[src/rtl/bch_pkg.sv]
// Shared definitions for the BCH decoder slice.
//   state_e     : phase sequencer state encodings (also exported as the debug phase)
//   code_cfg_t  : per-code (n-1, m, t) configuration tuple
//   code_lookup : code select -> configuration tuple (code 0 aliases code 3)
//   prim_poly   : primitive polynomial of GF(2^m) for each supported field degree
package bch_pkg;

  typedef enum logic [2:0] {
    S_IDLE = 3'd0,
    S_LOAD = 3'd1,
    S_SYN  = 3'd2,
    S_BER  = 3'd3,
    S_CHI  = 3'd4,
    S_OUT  = 3'd5
  } state_e;

  typedef struct packed {
    logic [9:0] n;  // codeword length minus 1
    logic [3:0] m;  // field degree
    logic [2:0] t;  // correction capability
  } code_cfg_t;

  localparam code_cfg_t CFG_63   = '{n: 10'd63,   m: 4'd6,  t: 3'd2};
  localparam code_cfg_t CFG_255  = '{n: 10'd255,  m: 4'd8,  t: 3'd2};
  localparam code_cfg_t CFG_1023 = '{n: 10'd1023, m: 4'd10, t: 3'd4};

  localparam logic [10:0] PRIM_M6  = 11'h043;
  localparam logic [10:0] PRIM_M8  = 11'h11D;
  localparam logic [10:0] PRIM_M10 = 11'h409;

  function automatic code_cfg_t code_lookup(input logic [1:0] code);
    code_cfg_t c;
    case (code)
      2'd1:    c = CFG_63;
      2'd2:    c = CFG_255;
      default: c = CFG_1023;
    endcase
    return c;
  endfunction

  function automatic logic [10:0] prim_poly(input logic [3:0] m);
    logic [10:0] p;
    case (m)
      4'd6:    p = PRIM_M6;
      4'd8:    p = PRIM_M8;
      default: p = PRIM_M10;
    endcase
    return p;
  endfunction

endpackage

[src/rtl/bch_cfg_decode.sv]
// Combinational code-select decoder, shared by the sequencer and the datapath units.
// Ports:
//   code_i     : code select (1=(63,51), 2=(255,239), 3/0=(1023,983))
//   n_o        : codeword length minus 1
//   m_o        : field degree
//   t_o        : correction capability
//   beats_m1_o : number of 8-symbol load beats minus 1
module bch_cfg_decode
  import bch_pkg::*;
#(
  parameter int BEAT_W = 7
) (
  input  logic [1:0]        code_i,
  output logic [9:0]        n_o,
  output logic [3:0]        m_o,
  output logic [2:0]        t_o,
  output logic [BEAT_W-1:0] beats_m1_o
);

  code_cfg_t cfg;

  always_comb begin
    cfg        = code_lookup(code_i);
    n_o        = cfg.n;
    m_o        = cfg.m;
    t_o        = cfg.t;
    // n is 2^m - 1, so (n+1)/8 - 1 is simply n with its low three bits dropped
    beats_m1_o = BEAT_W'(cfg.n >> 3);
  end

endmodule

[src/rtl/bch_phase_ctrl.sv]
// BCH decoder phase sequencer: IDLE -> LOAD -> SYN -> BER -> CHI -> OUT -> IDLE.
// Ports:
//   clk, rstn                  : clock, asynchronous active-low reset
//   set, mode, code            : codeword request (sampled in IDLE only)
//   ready, load_we, load_addr  : load handshake; load_addr counts beats down to 0
//   cfg_n/m/t/mode             : latched configuration shared with all units
//   *_start / *_done           : one-cycle start/done pulses per datapath unit
//   syn_zero, ber_fail         : qualifiers valid with syn_done / ber_done
//   busy, uncorr, phase        : status (uncorr sticky until next accepted set)
module bch_phase_ctrl
  import bch_pkg::*;
#(
  parameter int TIMEOUT_CYC = 2048,
  parameter int BEAT_W      = 7
) (
  input  logic              clk,
  input  logic              rstn,
  input  logic              set,
  input  logic              mode,
  input  logic [1:0]        code,
  output logic              ready,
  output logic              load_we,
  output logic [BEAT_W-1:0] load_addr,
  output logic [9:0]        cfg_n,
  output logic [3:0]        cfg_m,
  output logic [2:0]        cfg_t,
  output logic              cfg_mode,
  output logic              syn_start,
  input  logic              syn_done,
  input  logic              syn_zero,
  output logic              ber_start,
  input  logic              ber_done,
  input  logic              ber_fail,
  output logic              chi_start,
  input  logic              chi_done,
  output logic              out_start,
  input  logic              out_done,
  output logic              busy,
  output logic              uncorr,
  output logic [2:0]        phase
);

  localparam int WAIT_W = (TIMEOUT_CYC > 2) ? $clog2(TIMEOUT_CYC) : 1;

  state_e              state_q;
  logic                ready_q;
  logic [BEAT_W-1:0]   addr_q;
  logic [9:0]          n_q;
  logic [3:0]          m_q;
  logic [2:0]          t_q;
  logic                mode_q;
  logic                syn_start_q, ber_start_q, chi_start_q, out_start_q;
  logic                busy_q;
  logic                uncorr_q;
  logic [WAIT_W-1:0]   wait_q;

  logic [9:0]          dec_n;
  logic [3:0]          dec_m;
  logic [2:0]          dec_t;
  logic [BEAT_W-1:0]   dec_beats_m1;
  logic                timeout;

  bch_cfg_decode #(.BEAT_W(BEAT_W)) u_cfg_decode (
    .code_i     (code),
    .n_o        (dec_n),
    .m_o        (dec_m),
    .t_o        (dec_t),
    .beats_m1_o (dec_beats_m1)
  );

  // Last waiting cycle of the current state; a done in this cycle still wins.
  assign timeout = (wait_q == WAIT_W'(TIMEOUT_CYC - 1));

  always_ff @(posedge clk or negedge rstn) begin
    if (!rstn) begin
      state_q     <= S_IDLE;
      ready_q     <= 1'b0;
      addr_q      <= '0;
      n_q         <= 10'd1023;
      m_q         <= 4'd10;
      t_q         <= 3'd4;
      mode_q      <= 1'b0;
      syn_start_q <= 1'b0;
      ber_start_q <= 1'b0;
      chi_start_q <= 1'b0;
      out_start_q <= 1'b0;
      busy_q      <= 1'b0;
      uncorr_q    <= 1'b0;
      wait_q      <= '0;
    end else begin
      syn_start_q <= 1'b0;
      ber_start_q <= 1'b0;
      chi_start_q <= 1'b0;
      out_start_q <= 1'b0;
      case (state_q)
        S_IDLE: begin
          if (set) begin
            n_q      <= dec_n;
            m_q      <= dec_m;
            t_q      <= dec_t;
            mode_q   <= mode;
            uncorr_q <= 1'b0;
            addr_q   <= dec_beats_m1;
            ready_q  <= 1'b1;
            busy_q   <= 1'b1;
            state_q  <= S_LOAD;
          end
        end
        S_LOAD: begin
          if (addr_q == '0) begin
            ready_q     <= 1'b0;
            syn_start_q <= 1'b1;
            wait_q      <= '0;
            state_q     <= S_SYN;
          end else begin
            addr_q <= addr_q - 1'b1;
          end
        end
        S_SYN: begin
          if (syn_done) begin
            wait_q <= '0;
            if (syn_zero) begin
              out_start_q <= 1'b1;
              state_q     <= S_OUT;
            end else begin
              ber_start_q <= 1'b1;
              state_q     <= S_BER;
            end
          end else if (timeout) begin
            wait_q      <= '0;
            uncorr_q    <= 1'b1;
            out_start_q <= 1'b1;
            state_q     <= S_OUT;
          end else begin
            wait_q <= wait_q + 1'b1;
          end
        end
        S_BER: begin
          if (ber_done) begin
            wait_q <= '0;
            if (ber_fail) begin
              uncorr_q    <= 1'b1;
              out_start_q <= 1'b1;
              state_q     <= S_OUT;
            end else begin
              chi_start_q <= 1'b1;
              state_q     <= S_CHI;
            end
          end else if (timeout) begin
            wait_q      <= '0;
            uncorr_q    <= 1'b1;
            out_start_q <= 1'b1;
            state_q     <= S_OUT;
          end else begin
            wait_q <= wait_q + 1'b1;
          end
        end
        S_CHI: begin
          if (chi_done || timeout) begin
            wait_q      <= '0;
            uncorr_q    <= uncorr_q | ~chi_done;
            out_start_q <= 1'b1;
            state_q     <= S_OUT;
          end else begin
            wait_q <= wait_q + 1'b1;
          end
        end
        S_OUT: begin
          if (out_done || timeout) begin
            wait_q  <= '0;
            busy_q  <= 1'b0;
            state_q <= S_IDLE;
          end else begin
            wait_q <= wait_q + 1'b1;
          end
        end
        default: begin
          ready_q <= 1'b0;
          busy_q  <= 1'b0;
          wait_q  <= '0;
          state_q <= S_IDLE;
        end
      endcase
    end
  end

  assign ready     = ready_q;
  assign load_we   = ready_q;
  assign load_addr = addr_q;
  assign cfg_n     = n_q;
  assign cfg_m     = m_q;
  assign cfg_t     = t_q;
  assign cfg_mode  = mode_q;
  assign syn_start = syn_start_q;
  assign ber_start = ber_start_q;
  assign chi_start = chi_start_q;
  assign out_start = out_start_q;
  assign busy      = busy_q;
  assign uncorr    = uncorr_q;
  assign phase     = state_q;

endmodule

[config.mk]
export PLATFORM = sky130hd
export DESIGN_NAME = bch_phase_ctrl
export DESIGN_NICKNAME = d
export VERILOG_FILES = /design/src/rtl/bch_pkg.sv /design/src/rtl/bch_cfg_decode.sv /design/src/rtl/bch_phase_ctrl.sv
export SDC_FILE = /design/constraint.sdc
export NUM_CORES = 1
export LEC_CHECK = 0
export ABC_AREA = 1
export CORE_MARGIN = 2
export CORE_UTILIZATION = 35
export DETAILED_ROUTE_END_ITERATION = 6
export PLACE_DENSITY = 0.57
export SLEW_MARGIN = 20
export SYNTH_ARGS = -nofsm -noshare
export SYNTH_HDL_FRONTEND = slang
export SYNTH_HIERARCHICAL = 1
export SYNTH_SLANG_ARGS = --single-unit
[constraint.sdc]
create_clock -name clk -period 1.45 [get_ports clk]
set_input_delay 0.29 -clock clk [delete_from_list [all_inputs] [get_ports clk]]
set_output_delay 0.29 -clock clk [all_outputs]
set_load 0.01 [all_outputs]
==> flow_summary.yaml, run 1 <==
status:
  run_status: "finished with violations"
  violations: "negative setup slack"
routing:
  violation_count_after_the_first_detailed_route_iteration: 52
  avgViaCountPerCell: 4.49
  drtAntennaViolNets: 0
  drt-pass1-iter-count: 4
  drt_drc_violations_left: 0
  drt-total-wl_um: 6880
  dr_total_vias: 2376
  average_wire_per_cell_in_the_routed_design_um: 13.0
timing:
  min_period_over_period_pct: 105
  report.final.hold_viol_count: 0
  clock.fmax_ghz: 0.655
  rsz0062_at_grt: "yes"
  finalMaxSlewViolations: 0
  layout_min_cycle_time_ps: 1530
  final.setup.worst_slack_ps: -75.9
  report.final.setup_viol: 23
  fin_worst_skew_ps: 5.90
floorplanning:
  initial_core_util_pct: 36.6
  std_cell_rows: 31
  die_width_um: 91.6
  die_height_um: 91.6
  die_area_um2: 8390
  placeableCoreArea_um2: 7330
  design.portCount: 48
place:
  buffer_ports.inserted: 47
  hpwl_um: 4450
  gp_congestion: 0.825
global_routing:
  grt_util_all_layers_pct: 15.9
  global_route_wire_length_before_repair_um: 10800
  grt_antenna_before_repair: 0
  vias_in_the_first_global_route: 2333
  pin_count_of_the_biggest_net_entering_global_routing: 21
  grt.overflow.total: 0
worst_setup_path:
  setup.worst_path.start_class: "flop"
  worstPathArrival_ps: 1760
  critical_path.endpoint_type: "flop"
  crit_path_max_fanout: 4
  setup.worst_path.class: "flop to flop"
  required_ps: 1690
clock_network:
  cts_htree_levels: 2
  clk_transition_reported_paths_ps: 100
  root_buffer: "sky130_fd_sc_hd__clkbuf_8"
  cts_tree: "built"
  clkSinkCount: 46
  clkLatencyLatePin_ps: 300
  ctsLongestPathBuffers: 2
  cts_buffers: 5
yosys:
  synth-main-ff-cell: "sky130_fd_sc_hd__dfrtp_1"
  synth_top_cell_by_area: "sky130_fd_sc_hd__dfrtp_1"
  seq_cells_post_synth: 46
  netlist_instances: 318
  synth.distinct_cells: 33
  synth.yosys.seq_area_share_pct: 43.5
  syn-mean-instance-area_um2: 8.44
  synth-async-reset-ratio_pct: 100
  synth_enable_flop_cells: 0
  synth_top_area_share_pct: 30.8
  synth_area_um2: 2690
  yosys_warnings: 6
  netlist_top_cells_area: "sky130_fd_sc_hd__dfrtp_1 31%, sky130_fd_sc_hd__dfstp_2 13%, sky130_fd_sc_hd__nand2_1 9.9%"
power:
  irDropWorstVdd_mv: 0.749
  totalPowerFinal_mw: 8.38
  powerDensity_nw_per_um2: 1950
  power.leakage_nw: 2.06
finish:
  drive_gt1_share_pct: 46.0
  most-common-layout-cells: "58 x sky130_fd_sc_hd__nand2_1, 52 x sky130_fd_sc_hd__buf_4, 32 x sky130_fd_sc_hd__dlygate4sd2_1"
  final_core_utilization_pct: 58.5
  most_common_library_cell_in_the_layout_ignoring_fill_and_taps: "sky130_fd_sc_hd__nand2_1"
  design.final.nets: 447
  area_growth_pct: 59.8
  num_antenna_cells: 0
worst_hold_path:
  hp-class: "primary input to async pin"
flow_run:
  drv.max_cap_violation_count: 0
## per-stage QoR
step / cells / area [um2] / setup TNS [ps] / hold slack (ps) / worst slack (ps)
after floorplan: 327 / 2740 / -6.45 / -5.59 / -6.45
after global placement: 500 / 3590 / -3070 / 215 / -253
after detailed placement: 500 / 3590 / -3240 / 209 / -261
after CTS: 523 / 4050 / -535 / 417 / -52.9
after global routing: 529 / 4290 / -2930 / 427 / -189
final: 529 / 4290 / -910 / 413 / -75.9
## synthesized netlist by cell type, types with 2 or more instances
| cell | count |
|---|---|
| sky130_fd_sc_hd__buf_4 | 21 |
| sky130_fd_sc_hd__buf_2 | 2 |
| sky130_fd_sc_hd__nor2_2 | 5 |
| sky130_fd_sc_hd__nand4_1 | 2 |
| sky130_fd_sc_hd__xor2_1 | 4 |
| sky130_fd_sc_hd__ha_1 | 6 |
| sky130_fd_sc_hd__o21ai_0 | 9 |
| sky130_fd_sc_hd__nand3_1 | 22 |
| sky130_fd_sc_hd__a21oi_1 | 3 |
| sky130_fd_sc_hd__nand2_1 | 71 |
| sky130_fd_sc_hd__o21ai_2 | 6 |
| sky130_fd_sc_hd__o21bai_2 | 3 |
| sky130_fd_sc_hd__a22oi_1 | 2 |
| sky130_fd_sc_hd__nor2_1 | 36 |
| sky130_fd_sc_hd__conb_1 | 2 |
| sky130_fd_sc_hd__nor3_1 | 3 |
| sky130_fd_sc_hd__or2_2 | 2 |
| sky130_fd_sc_hd__inv_2 | 6 |
| sky130_fd_sc_hd__dfrtp_1 | 33 |
| sky130_fd_sc_hd__mux2_2 | 18 |
| sky130_fd_sc_hd__inv_1 | 35 |
| sky130_fd_sc_hd__o21ai_1 | 4 |
| sky130_fd_sc_hd__dfstp_2 | 13 |
## cell families after synthesis
logic type	after synthesis	share of synthesized area [%]
buffers and inverters	66	12.6
AND/OR/NAND/NOR	147	24.5
adder cells (fa/ha/maj)	6	2.80
AO/OA/AOI/OAI	29	7.50
other	2	0.280
XOR/XNOR	4	1.30
flip-flops	46	43.5
multiplexers	18	7.55
## flip-flops by register name, indices dropped and copies added, names as in the netlist
signal / cells
wait_q: 11
cfg_n: 10
load_addr: 7
cfg_m: 4
cfg_t: 3
phase: 3
ber_start: 1
busy: 1
cfg_mode: 1
chi_start: 1
load_we: 1
out_start: 1
syn_start: 1
uncorr: 1
## layout make-up
class / instances / area, um2
Clock buffer: 5 / 68.8
Clock inverter: 3 / 45.0
Inverter: 42 / 178
Tap cell: 99 / 124
Timing Repair Buffer: 118 / 1120
Fill cell: 643 / 3040
Sequential cell: 46 / 1170
Multi-Input combinational cell: 216 / 1590
## where the power goes
part | total, mW | switching, mW | internal [mW]
Combinational | 5.26 | 2.59 | 2.67
Clock | 0.984 | 0.471 | 0.514
Sequential | 2.14 | 0.249 | 1.89
Total | 8.38 | 3.31 | 5.07
## final timing paths
path | from | to | slack (ps) | cells after the start
worst max-delay path | phase[1] | uncorr | -80 | 10
worst min-delay path | rstn | cfg_m[2] | 410 | 2
worst max register to register | phase[1] | uncorr | -80 | 10
worst min register to register | cfg_mode | cfg_mode | 510 | 1
max in group asynchronous | rstn | cfg_t[2] | 520 | 3
min in group clk | cfg_mode | cfg_mode | 510 | 1
## repair_timing
item                       CTS  global route
gates resized for setup    103            42
hold buffers                 1             0
hold endpoints to repair     5             0
setup buffers               12             5
setup endpoints to repair   56            39
pin swaps                   24            32
cloned                       2             2
## per-layer routing
metal	up-vias	share of wire, %	GRT usage [%]	wire, um
li1	1198	-	-	-
met1	1134	44	20.7	3020
met2	42	53	27.8	3620
met3	2	3.0	2.74	203
met4	0	0.49	3.03	34
met5	-	0	0	0
## critical path, cell delays in order, from the launching register on
cell,delay [ps]
sky130_fd_sc_hd__dfrtp_2,420
sky130_fd_sc_hd__buf_6,140
sky130_fd_sc_hd__nor2_4,120
sky130_fd_sc_hd__nand2_1,50
sky130_fd_sc_hd__or2_1,260
sky130_fd_sc_hd__buf_6,140
sky130_fd_sc_hd__o21ai_2,80
sky130_fd_sc_hd__nor2_1,60
sky130_fd_sc_hd__o21ai_0,80
sky130_fd_sc_hd__nand2_1,60
sky130_fd_sc_hd__nand2_1,70
Note: power is estimated with default switching activity, not from simulation.
==> run 2, diff against run 1 <==
--- a/config.mk
+++ b/config.mk
@@ -6,10 +6,12 @@
 export NUM_CORES = 1
 export LEC_CHECK = 0
 export ABC_AREA = 1
+export ABC_CLOCK_PERIOD_IN_PS = 1450
 export CORE_MARGIN = 2
 export CORE_UTILIZATION = 35
 export DETAILED_ROUTE_END_ITERATION = 6
 export PLACE_DENSITY = 0.57
+export SKIP_CTS_REPAIR_TIMING = 1
 export SLEW_MARGIN = 20
 export SYNTH_ARGS = -nofsm -noshare
 export SYNTH_HDL_FRONTEND = slang
==> flow_summary.yaml, run 2 (synthesis results as in run 1) <==
clock_network:
  cts_tree: "built"
  cts_buffers: 5
  clkLatencyLatePin_ps: 300
  clkSinkCount: 46
  ctsLongestPathBuffers: 2
  root_buffer: "sky130_fd_sc_hd__clkbuf_8"
  cts_htree_levels: 2
  clk_transition_reported_paths_ps: 90
floorplanning:
  die_height_um: 91.6
  initial_core_util_pct: 36.6
  die_width_um: 91.6
  design.portCount: 48
  placeableCoreArea_um2: 7330
  std_cell_rows: 31
  die_area_um2: 8390
finish:
  area_growth_pct: 52.7
  drive_gt1_share_pct: 41.2
  num_antenna_cells: 0
  design.final.nets: 434
  area_of_all_sequential_standard_cells_um2: 1170
  most-common-layout-cells: "59 x sky130_fd_sc_hd__nand2_1, 48 x sky130_fd_sc_hd__buf_4, 36 x sky130_fd_sc_hd__dlymetal6s2s_1"
  combined_area_of_the_multi_input_logic_cells_um2: 1440
  final_core_utilization_pct: 55.9
  most_common_library_cell_in_the_layout_ignoring_fill_and_taps: "sky130_fd_sc_hd__nand2_1"
  largest_reg_flops: 11
  most_flops_register: "wait_q"
  final.fill_count: 641
timing:
  rsz0062_at_grt: "yes"
  setup_tns_ps: -567
  fin_worst_skew_ps: 5.24
  layout_min_cycle_time_ps: 1520
  report.final.hold_viol_count: 0
  clock.fmax_ghz: 0.657
  finalMaxSlewViolations: 0
  final.setup.worst_slack_ps: -71.9
  report.final.setup_viol: 18
  min_period_over_period_pct: 105
worst_setup_path:
  cp_slowest_stage_delay_ps: 370
  worstPathArrival_ps: 1720
  required_ps: 1650
  setup.worst_path.class: "flop to flop"
  crit_family: "simple AND/OR/NAND/NOR gates"
  critical_path.slowest_cell: "sky130_fd_sc_hd__dfrtp_1"
  setup.worst_path.start_class: "flop"
  critical_path.endpoint_type: "flop"
  crit_path_max_fanout: 4
  worst-path-buf-inv: 0
  cp_cell_sequence: "ha_2, nand2_2, nor2_4, nand3_4, o21ai_4, nand3_2, o21a_1"
global_routing:
  grt_util_all_layers_pct: 13.9
  vias_in_the_first_global_route: 2093
  pin_count_of_the_biggest_net_entering_global_routing: 21
  global_route_wire_length_before_repair_um: 9500
  grt.overflow.total: 0
  grt_antenna_before_repair: 0
place:
  buffer_ports.inserted: 47
  gp_congestion: 0.825
  hpwl_um: 4450
flow_run:
  drv.max_cap_violation_count: 0
power:
  irDropWorstVdd_mv: 0.681
  powerDensity_nw_per_um2: 1910
  power.clock.fraction_pct: 12.5
  power_switching_mw: 2.99
  seq_power_share_pct: 27.3
  switching_share_pct: 38.2
  totalPowerFinal_mw: 7.84
  power.leakage_nw: 2.25
  p_comb_share_pct: 60.3
  internal-power_mw: 4.85
routing:
  dr_total_vias: 2309
  avgViaCountPerCell: 4.47
  average_wire_per_cell_in_the_routed_design_um: 11.9
  drt-pass1-iter-count: 4
  violation_count_after_the_first_detailed_route_iteration: 43
  drtAntennaViolNets: 0
  drt_drc_violations_left: 0
  drt-total-wl_um: 6150
worst_hold_path:
  hp-class: "primary input to async pin"
status:
  violations: "negative setup slack"
  run_status: "finished with violations"
run 2: changes by cell type in the layout (fill, tap and decap cells not counted), sizes merged:
cell | previous run | this run
dlymetal6s2s | 0 | 36
dlygate4sd2 | 32 | 0
buf | 69 | 59
clkbuf | 8 | 5
clkdlybuf4s15 | 3 | 0
clkinv | 0 | 1
inv | 42 | 41
nand2 | 74 | 73
run 2: worst paths after layout:
check | from | endpoint | slack, ps | cells after the start
worst max register to register | wait_q[0] | wait_q[0] | -70 | 7
worst min register to register | cfg_mode | cfg_mode | 510 | 1
max in group asynchronous | rstn | cfg_t[2] | 520 | 3
min in group clk | cfg_mode | cfg_mode | 510 | 1
worst min-delay path | rstn | load_addr[3] | 410 | 2
worst max-delay path | wait_q[0] | wait_q[0] | -70 | 7
run 2: metal layers:
| metal | up-vias | wire length, um | global-route usage, % |
|---|---|---|---|
| met3 | 2 | 249 | 2.74 |
| met4 | 0 | 34 | 3.03 |
| met2 | 41 | 3100 | 22.9 |
| li1 | 1182 | - | - |
| met1 | 1084 | 2760 | 19.0 |
| met5 | - | 0 | 0 |
run 2: layout make-up:
class,count,share of cell area [%]
well taps,99,3.02
clock inverters,3,1.10
inverters,42,4.15
flip-flops and latches,46,28.6
repair buffers,106,26.4
multi-input cells,215,35.1
clock buffers,5,1.68
run 2: per-stage QoR:
step                worst slack (ps)  std cells  area (um2)  hold slack [ps]
CTS                             -313        508        3710             -123
detailed placement              -261        500        3590              209
global placement                -253        500        3590              215
finish                         -71.9        516        4100              413
floorplan                      -6.45        327        2740            -5.59
global route                    -175        516        4100              427
run 2: power groups by stage:
| stage | Clock [mW] | Sequential (mW) | Combinational [mW] |
|---|---|---|---|
| 2_1_floorplan | 0 | 2.44 | 1.99 |
| 3_3_place_gp | 0 | 2.18 | 4.24 |
| 3_5_place_dp | 0 | 2.20 | 4.30 |
| 4_1_cts | 1.02 | 2.18 | 4.31 |
| 5_1_grt | 1.06 | 2.21 | 5.15 |
| 6_report | 0.976 | 2.14 | 4.72 |
